--- config.mk ---
export PLATFORM = sky130hd
export DESIGN_NAME = emulador_de_teclado
export DESIGN_NICKNAME = d
export VERILOG_FILES = /design/src/rtl/emulador_de_teclado.sv
export SDC_FILE = /design/constraint.sdc
export NUM_CORES = 1
export LEC_CHECK = 0
export ABC_AREA = 1
export CAP_MARGIN = 20
export CORE_UTILIZATION = 40
export DETAILED_ROUTE_END_ITERATION = 12
export GPL_TIMING_DRIVEN = 0
export PLACE_DENSITY = 0.73
export SYNTH_ARGS = -nofsm -noshare
export SYNTH_HDL_FRONTEND = slang
export SYNTH_SLANG_ARGS = --single-unit
--- constraint.sdc ---
create_clock -name clk -period 1.7 [get_ports clk]
set_clock_uncertainty 0.05 [all_clocks]
set_input_delay 0.255 -clock clk [delete_from_list [all_inputs] [get_ports clk]]
set_output_delay 0.255 -clock clk [all_outputs]
set_load 0.005 [all_outputs]
--- src/rtl/emulador_de_teclado.sv ---
// 4x4 matrix-keypad emulator: closes one emulated key against the decoder's row strobes,
// with programmable hold time and contact bounce at press and release.
module emulador_de_teclado #(
    parameter int BOUNCE_CYCLES = 4,
    parameter int BOUNCE_PAIRS  = 3,
    parameter int LEN_W         = 16
) (
    input  logic             clk,
    input  logic             rst,
    input  logic [3:0]       key_code,
    input  logic             press_start,
    input  logic [LEN_W-1:0] press_len,
    input  logic [3:0]       lin_matriz,
    output logic [3:0]       col_matriz,
    output logic             busy,
    output logic             done
);

    localparam int PC_W = $clog2(BOUNCE_CYCLES) + 1;
    localparam int PI_W = $clog2(2 * BOUNCE_PAIRS) + 1;
    localparam logic [PC_W-1:0] PC_LAST = PC_W'(BOUNCE_CYCLES - 1);
    localparam logic [PI_W-1:0] PI_LAST = PI_W'((BOUNCE_PAIRS > 0) ? 2 * BOUNCE_PAIRS - 1 : 0);

    localparam logic [2:0] S_IDLE   = 3'd0;
    localparam logic [2:0] S_BIN    = 3'd1;
    localparam logic [2:0] S_HOLD   = 3'd2;
    localparam logic [2:0] S_BOUT   = 3'd3;
    localparam logic [2:0] S_FINISH = 3'd4;

    logic [2:0]       state;
    logic             contact;
    logic [1:0]       row_idx;
    logic [1:0]       col_idx;
    logic [LEN_W-1:0] len;
    logic [PC_W-1:0]  phase_cnt;
    logic [PI_W-1:0]  phase_idx;
    logic [LEN_W-1:0] hold_cnt;
    logic [1:0]       key_row;
    logic [1:0]       key_col;
    logic             start_ok;

    always_comb begin
        key_row = 2'd0;
        key_col = 2'd0;
        case (key_code)
            4'h1: begin key_row = 2'd0; key_col = 2'd0; end
            4'h2: begin key_row = 2'd0; key_col = 2'd1; end
            4'h3: begin key_row = 2'd0; key_col = 2'd2; end
            4'hA: begin key_row = 2'd0; key_col = 2'd3; end
            4'h4: begin key_row = 2'd1; key_col = 2'd0; end
            4'h5: begin key_row = 2'd1; key_col = 2'd1; end
            4'h6: begin key_row = 2'd1; key_col = 2'd2; end
            4'hB: begin key_row = 2'd1; key_col = 2'd3; end
            4'h7: begin key_row = 2'd2; key_col = 2'd0; end
            4'h8: begin key_row = 2'd2; key_col = 2'd1; end
            4'h9: begin key_row = 2'd2; key_col = 2'd2; end
            4'hC: begin key_row = 2'd2; key_col = 2'd3; end
            4'hF: begin key_row = 2'd3; key_col = 2'd0; end
            4'h0: begin key_row = 2'd3; key_col = 2'd1; end
            4'hE: begin key_row = 2'd3; key_col = 2'd2; end
            default: begin key_row = 2'd3; key_col = 2'd3; end
        endcase
    end

    // FINISH also accepts a new press so back-to-back presses lose only the done cycle.
    assign start_ok = press_start && ((state == S_IDLE) || (state == S_FINISH));

    always_ff @(posedge clk or negedge rst) begin
        if (!rst) begin
            state     <= S_IDLE;
            contact   <= 1'b0;
            row_idx   <= '0;
            col_idx   <= '0;
            len       <= '0;
            phase_cnt <= '0;
            phase_idx <= '0;
            hold_cnt  <= '0;
        end else begin
            case (state)
                S_BIN, S_BOUT: begin
                    if (phase_cnt == PC_LAST) begin
                        phase_cnt <= '0;
                        if (phase_idx == PI_LAST) begin
                            phase_idx <= '0;
                            if (state == S_BIN) begin
                                state    <= S_HOLD;
                                contact  <= 1'b1;
                                hold_cnt <= LEN_W'(1);
                            end else begin
                                state   <= S_FINISH;
                                contact <= 1'b0;
                            end
                        end else begin
                            phase_idx <= phase_idx + 1'b1;
                            contact   <= ~contact;
                        end
                    end else begin
                        phase_cnt <= phase_cnt + 1'b1;
                    end
                end
                S_HOLD: begin
                    if (hold_cnt == len) begin
                        hold_cnt  <= '0;
                        contact   <= 1'b0;
                        phase_cnt <= '0;
                        phase_idx <= '0;
                        state     <= (BOUNCE_PAIRS == 0) ? S_FINISH : S_BOUT;
                    end else begin
                        hold_cnt <= hold_cnt + 1'b1;
                    end
                end
                default: begin
                    if (start_ok) begin
                        row_idx   <= key_row;
                        col_idx   <= key_col;
                        len       <= (press_len == '0) ? LEN_W'(1) : press_len;
                        contact   <= 1'b1;
                        phase_cnt <= '0;
                        phase_idx <= '0;
                        hold_cnt  <= LEN_W'(1);
                        state     <= (BOUNCE_PAIRS == 0) ? S_HOLD : S_BIN;
                    end else begin
                        contact <= 1'b0;
                        state   <= S_IDLE;
                    end
                end
            endcase
        end
    end

    always_comb begin
        col_matriz = '1;
        if (contact && !lin_matriz[2'd3 - row_idx])
            col_matriz[col_idx] = 1'b0;
    end

    always_comb begin
        busy = (state == S_BIN) || (state == S_HOLD) || (state == S_BOUT);
        done = (state == S_FINISH);
    end

endmodule

==> results by group, run 1 <==
Critical path
  – Cell chain of the critical path: ha_1 -> nand2_1 -> nor3_1 -> nand4_1 -> nand4_1 -> o21ai_0
  – WS Path Type: flip-flop to flip-flop
  – CP max FO: 4
  – Critical path launch point type: flip-flop
  – Crit end category: flip-flop
  – Max incr delay on CP: 430 ps
  – Worst Path Arrival: 1830 ps
  – Slowest CP cell: nor3_1
  – WP data required: 1840 ps
  – Crit-path most repeated cell: nand4_1

Global routing
  – GRT Total Usage: 19.7%
  – Initial antenna violation count: 0
  – GRT overflow: 0
  – Vias in the first global route: 2580
  – Largest net degree at the start of global routing: 29
  – Global-route wire length before repair: 11500 um

Job
  – Max_cap viols: 0

Clock network
  – CTS Root Cell: clkbuf_8
  – Clock latency at the later pin of the worst-skew pair: roughly 310 ps
  – Reg clk slew, reported paths: roughly 90 ps
  – Clk buf depth: 2
  – H-tree depth: 2
  – TritonCTS Buffers: 5
  – Num Clock Sinks: 47
  – CTS tree: built

Layout
  – FILL cells: 648
  – Antenna cells: 0
  – Util after Layout: between 50% and 60%
  – Register area: approximately 0.0012 mm2
  – Area of the multi-input gates: 0.00148 mm2
  – Synth-to-Final Area Change: 31.1%
  – Layout cells sized above 1: 21.6%
  – Final Net Count: 485

Timing
  – Fin. max-slew vios: 0
  – Final setup margin: 8.14 ps
  – Slew headroom: 65.2%
  – RSZ-0062 raised after global routing: true
  – Max Fclk: 591 MHz
  – Final min period: 1690 ps
  – Hold Vio Cnt, Final: 0
  – Final period utilization: 99.5%
  – Final setup violation count: 0
  – Tightest Pin Transition: a little over 500 ps

Drt
  – Vias: 2798
  – Initial DRC count: 230
  – Total wire length: 7480 um
  – Residual DRC: 0
  – Pre-Repair DR Iteration Count: 5
  – DR vias/cell: 5.09
  – Wire per inst: 13.6 um
  – Final ANT Viol Nets: 0

Floorplanning
  – Initial Util: 41.4%
  – Die Span X: around 86 um
  – IO Pins: 33
  – Num rows: 30
  – Core ar.: 0.00679 mm2
  – Die ar.: around 0.0074 mm2
  – Die Y-Extent: 85.9 um

Power
  – Leakage: 0.00180 uW
  – Total Power: 1950 uW
  – PD cells: 528 mW/mm2
  – Worst vdd ir: between 0.0003 and 0.0004 V

Place
  – Count of input and output buffers: 32
  – DP HPWL: 5100 um
  – Placer Congestion: 0.912
  – Placement Setup Slack: -343 ps

Worst hold path
  – Hold WC Path Type: primary input to asynchronous set/reset pin

Synth
  – Register area share after synthesis: 41.8%
  – Cells after Synth: 388
  – Post-Syn Area per Cell: 7.26 um2
  – Predominant post-synthesis flop cell: dfrtp_1
  – Cell taking the most area after synthesis: dfrtp_1
  – Asr flop ratio synth: 100%
  – Syn_nets: approximately 420
  – Most frequent cell after synthesis: nand2_1
  – Top cell type's share of synthesized area: between 40% and 50%
  – Synthesis warning total: 0
  – Flops & latches, synth: 47
  – Distinct cells, synth: 33
  – Synthesized cell area: 0.00282 mm2
  – EDFF count, synth: 0
  – Top cells by count, synth: nand2_1 (122), dfrtp_1 (47), inv_1 (41)
  – Main area contributors after synthesis: dfrtp_1 (42%), nand2_1 (16%), o21ai_0 (5.5%)

Outcome
  – Status: completed
area by class of cell:
class                   count  area share [%]
clock buffers               6            2.24
multi-input cells         280            40.1
flip-flops and latches     47            31.9
well taps                  96            3.25
repair buffers             59            14.9
plain buffers               5            1.36
inverters                  56            6.14
clock inverters             1           0.136
cells by family after synthesis:
| group | after synthesis | share of synthesized area [%] |
|---|---|---|
| simple gates | 221 | 35.0 |
| buf+inv | 61 | 9.38 |
| compound gates | 48 | 9.87 |
| flops | 47 | 41.8 |
| xor+xnor | 7 | 2.18 |
| fa+ha+maj | 4 | 1.78 |
metrics by stage:
step,TNS (ps),cell area (um2),std cells,hold WS [ps]
final,0,3690,550,382
after detailed placement,-4970,3270,517,190
after floorplan,0,2820,388,-90.6
after global placement,-52580,3260,516,410
after global routing,-391,3690,550,435
after CTS,-165,3430,532,403
state kept, by name (all words and copies together) (netlist names):
name / flops
len: 16
phase_cnt: 3
contact: 1
hold_cnt: 16
row_idx: 2
state: 3
phase_idx: 4
col_idx: 2
layout by cell type (no fill, tap or decap), types with 7 or more instances in the layout:
cell	count
nand2_1	119
dfrtp_1	45
inv_1	36
nor2_1	32
o21ai_0	28
clkdlybuf4s50_1	25
buf_4	23
nand4_1	18
inv_2	16
nand3_1	12
nor3_1	8
nand2_4	7
path summary, 6_finish.rpt:
| check | cells after the start | slack (ps) | from | to |
|---|---|---|---|---|
| min in group clk | 2 | 440 | phase_cnt[1]$_DFFE_PN0P_ | phase_cnt[1]$_DFFE_PN0P_ |
| max in group asynchronous | 3 | 700 | rst | hold_cnt[0]$_DFFE_PN0P_ |
| max | 6 | 8 | hold_cnt[1]$_DFFE_PN0P_ | hold_cnt[14]$_DFFE_PN0P_ |
| max reg2reg | 6 | 8 | hold_cnt[1]$_DFFE_PN0P_ | hold_cnt[14]$_DFFE_PN0P_ |
| min reg2reg | 2 | 440 | phase_cnt[1]$_DFFE_PN0P_ | phase_cnt[1]$_DFFE_PN0P_ |
| min | 2 | 380 | rst | len[8]$_DFFE_PN0P_ |
what timing repair did:
| item | in CTS | in global routing |
|---|---|---|
| hold buffers | 1 | 0 |
| pin swaps | 9 | 19 |
| setup endpoints to repair | 28 | 34 |
| setup buffers | 7 | 16 |
| gates resized for setup | 24 | 33 |
| endpoints found under the hold margin | 19 | 0 |
| cloned | 0 | 2 |
power breakdown:
group	internal (uW)	leakage [uW]	total (uW)	switching (uW)
clock	320	0.0000470	708	388
combinational	67.7	0.00123	125	56.9
sequential	1120	0.000525	1120	0
critical path, delay by kind of cell (launching register included):
kind | cells | cell delay [ps]
AO/OA/AOI/OAI | 1 | 90
adder cells (fa/ha/maj) | 1 | 220
flip-flops | 1 | 420
AND/OR/NAND/NOR | 4 | 790
layer usage:
metal,up-vias,global-route usage (%),part of all wire (%)
met2,89,33.3,50
met1,1317,25.7,44
li1,1377,-,-
met5,-,0,0
met3,15,3.18,4.7
met4,0,6.67,2.0
(Power assumes the default switching activity.)
==> run 2: changes to the inputs <==
CTS_BUF_LIST = sky130_fd_sc_hd__clkbuf_16   (was not set)
PLACE_DENSITY = 0.7   (was 0.73)
SETUP_SLACK_MARGIN = 0.3   (was not set)
clock period = 2.05 ns   (was 1.7 ns; I/O delays follow)
==> results by group, run 2 (synthesized netlist as in run 1, its figures left out) <==
Floorplanning
  – Die Y-Extent: 85.9 um
  – IO Pins: 33
  – Core ar.: 0.00679 mm2
  – Initial Util: 41.4%
  – Die Span X: 85.9 um
  – Die ar.: between 0.007 and 0.008 mm2
  – Num rows: 30

Timing
  – RSZ-0062 raised after global routing: true
  – Final min period: 1780 ps
  – Tightest Pin Transition: 527 ps
  – Fin. max-slew vios: 0
  – Slew headroom: 64.6%
  – Final setup violation count: 0
  – Max Fclk: roughly 560 MHz
  – Hold Vio Cnt, Final: 0
  – Final period utilization: 86.9%
  – Setup_tns: 0 ps

Layout
  – Antenna cells: 0
  – Commonest non-fill, non-tap cell in the layout: nand2_1
  – Most frequent cells in the layout: nand2_1 (120), dfrtp_1 (41), inv_1 (39), nor2_1 (32), o21ai_0 (29)
  – Fin cells: 550
  – Synth-to-Final Area Change: 29.9%
  – Final Net Count: 484
  – Design area: between 0.003 and 0.004 mm2
  – Largest registers: hold_cnt: 16 flops, len: 16 flops, phase_idx: 4 flops
  – Layout cells sized above 1: 20.9%

Global routing
  – GRT Total Usage: between 20% and 30%
  – Vias in the first global route: 2580
  – Initial antenna violation count: 0
  – Largest net degree at the start of global routing: 27
  – Global-route wire length before repair: 11600 um
  – GRT overflow: 0

Critical path
  – R2R setup slack: 350 ps
  – WP data required: 1690 ps
  – Cell chain of the critical path: inv_2 -> o21ai_2 -> o221ai_2 -> nor2_2 -> buf_4 -> nand2_1 -> buf_2
  – Reg-to-reg critical path startpoint: phase_idx[0]$_DFFE_PN0P_
  – WS Path Type: flip-flop to output port
  – CP max FO: 3
  – Slowest CP cell: dfrtp_1
  – Critical path launch point type: flip-flop
  – RR Endpoint: hold_cnt[14]$_DFFE_PN0P_
  – Crit end category: output port
  – Max incr delay on CP: a little over 400 ps
  – Worst reg2reg path depth: 10
  – Worst Path Arrival: 1420 ps

Power
  – Worst vdd ir: around 0.0003 V
  – Total Power: 1840 uW
  – PD cells: around 500 mW/mm2
  – Leakage: 0.00177 uW

Worst hold path
  – Hold EP: phase_cnt[0]$_DFFE_PN0P_
  – Hold WC Path Type: flip-flop to flip-flop
  – Worst Hold Launch: phase_cnt[0]$_DFFE_PN0P_
  – Min-Delay Path Depth: 1

Drt
  – DR vias/cell: 4.97
  – Vias: 2735
  – Final ANT Viol Nets: 0
  – Initial DRC count: 170
  – Pre-Repair DR Iteration Count: 5
  – Total wire length: ~7100 um
  – Residual DRC: 0
  – Wire per inst: roughly 13 um

Clock network
  – Num Clock Sinks: 47
  – Clk buf depth: 2
  – H-tree depth: 2
  – CTS tree: built
  – TritonCTS Buffers: 5
  – CTS Root Cell: clkbuf_16
  – Reg clk slew, reported paths: 70 ps
  – Clock latency at the later pin of the worst-skew pair: 290 ps

Place
  – DP HPWL: 5220 um
  – Placed Area: 0.00327 mm2
  – Count of input and output buffers: 32
  – Placer Congestion: 0.855
  – Inst Count DP: 517

Job
  – Max_cap viols: 0

Outcome
  – Status: completed
run 2: cell count changes in the layout (fill, tap and decap cells not counted), moves of 3 or more:
cell,change
clkbuf_16,+3
clkbuf_8,-6
dfrtp_1,-4
dfrtp_2,+4
inv_1,+3
inv_2,-3
run 2: metrics by stage:
step	worst slack (ps)	utilization, %	hold WS [ps]
2_1_floorplan	452	-	-38.1
3_3_place_gp	-753	47.9	412
3_5_place_dp	-90.7	48.1	268
4_1_cts	222	50.9	436
5_1_grt	175	53.8	461
6_report	268	53.8	437
run 2: critical path: cells and delay by family (launching register included):
kind            cells  cell delay, ps
flops               1             410
buf+inv             3             320
compound gates      2             260
simple gates        2             150
run 2: area by class of cell:
cell class              count  area [um2]
plain buffers               5        50.0
multi-input cells         280        1430
clock inverters             3        20.0
well taps                  96         120
flip-flops and latches     47        1180
repair buffers             58         507
inverters                  56         219
fillers                   645        3140
clock buffers               5         125
run 2: how the worst max path moves through the flow:
stage	from	to	slack [ps]	depth (start not counted)
after floorplan	phase_cnt[0]$_DFFE_PN0P_	hold_cnt[7]$_DFFE_PN0P_	450	11
after global placement	rst	phase_cnt[1]$_DFFE_PN0P_	-750	1
after detailed placement	lin_matriz[3]	col_matriz[1]	-90	6
after CTS	row_idx[0]$_DFFE_PN0P_	col_matriz[0]	220	7
after global routing	row_idx[0]$_DFFE_PN0P_	col_matriz[0]	180	7
final	row_idx[0]$_DFFE_PN0P_	col_matriz[0]	270	7
run 2: per-layer routing:
layer  global-route usage [%]  routed length, um  vias to the layer above
li1                         -                  -                     1378
met2                     35.9               3640                       83
met4                     6.97                 76                        0
met5                        0                  0                        -
met1                     24.4               3100                     1265
met3                     3.37                308                        9
run 2: what timing repair did:
item | CTS | global route
hold buffers | 1 | 0
buffers inserted | 3 | 21
resized for setup | 31 | 18
setup endpoints to repair | 22 | 37
pin swaps | 9 | 12
endpoints found under the hold margin | 21 | 0
run 2: report_power, final:
| group | switching, uW | internal (uW) | total (uW) |
|---|---|---|---|
| combinational | 47.7 | 56.4 | 104 |
| sequential | 0 | 927 | 927 |
| clock | 359 | 450 | 809 |
| total | 406 | 1430 | 1840 |
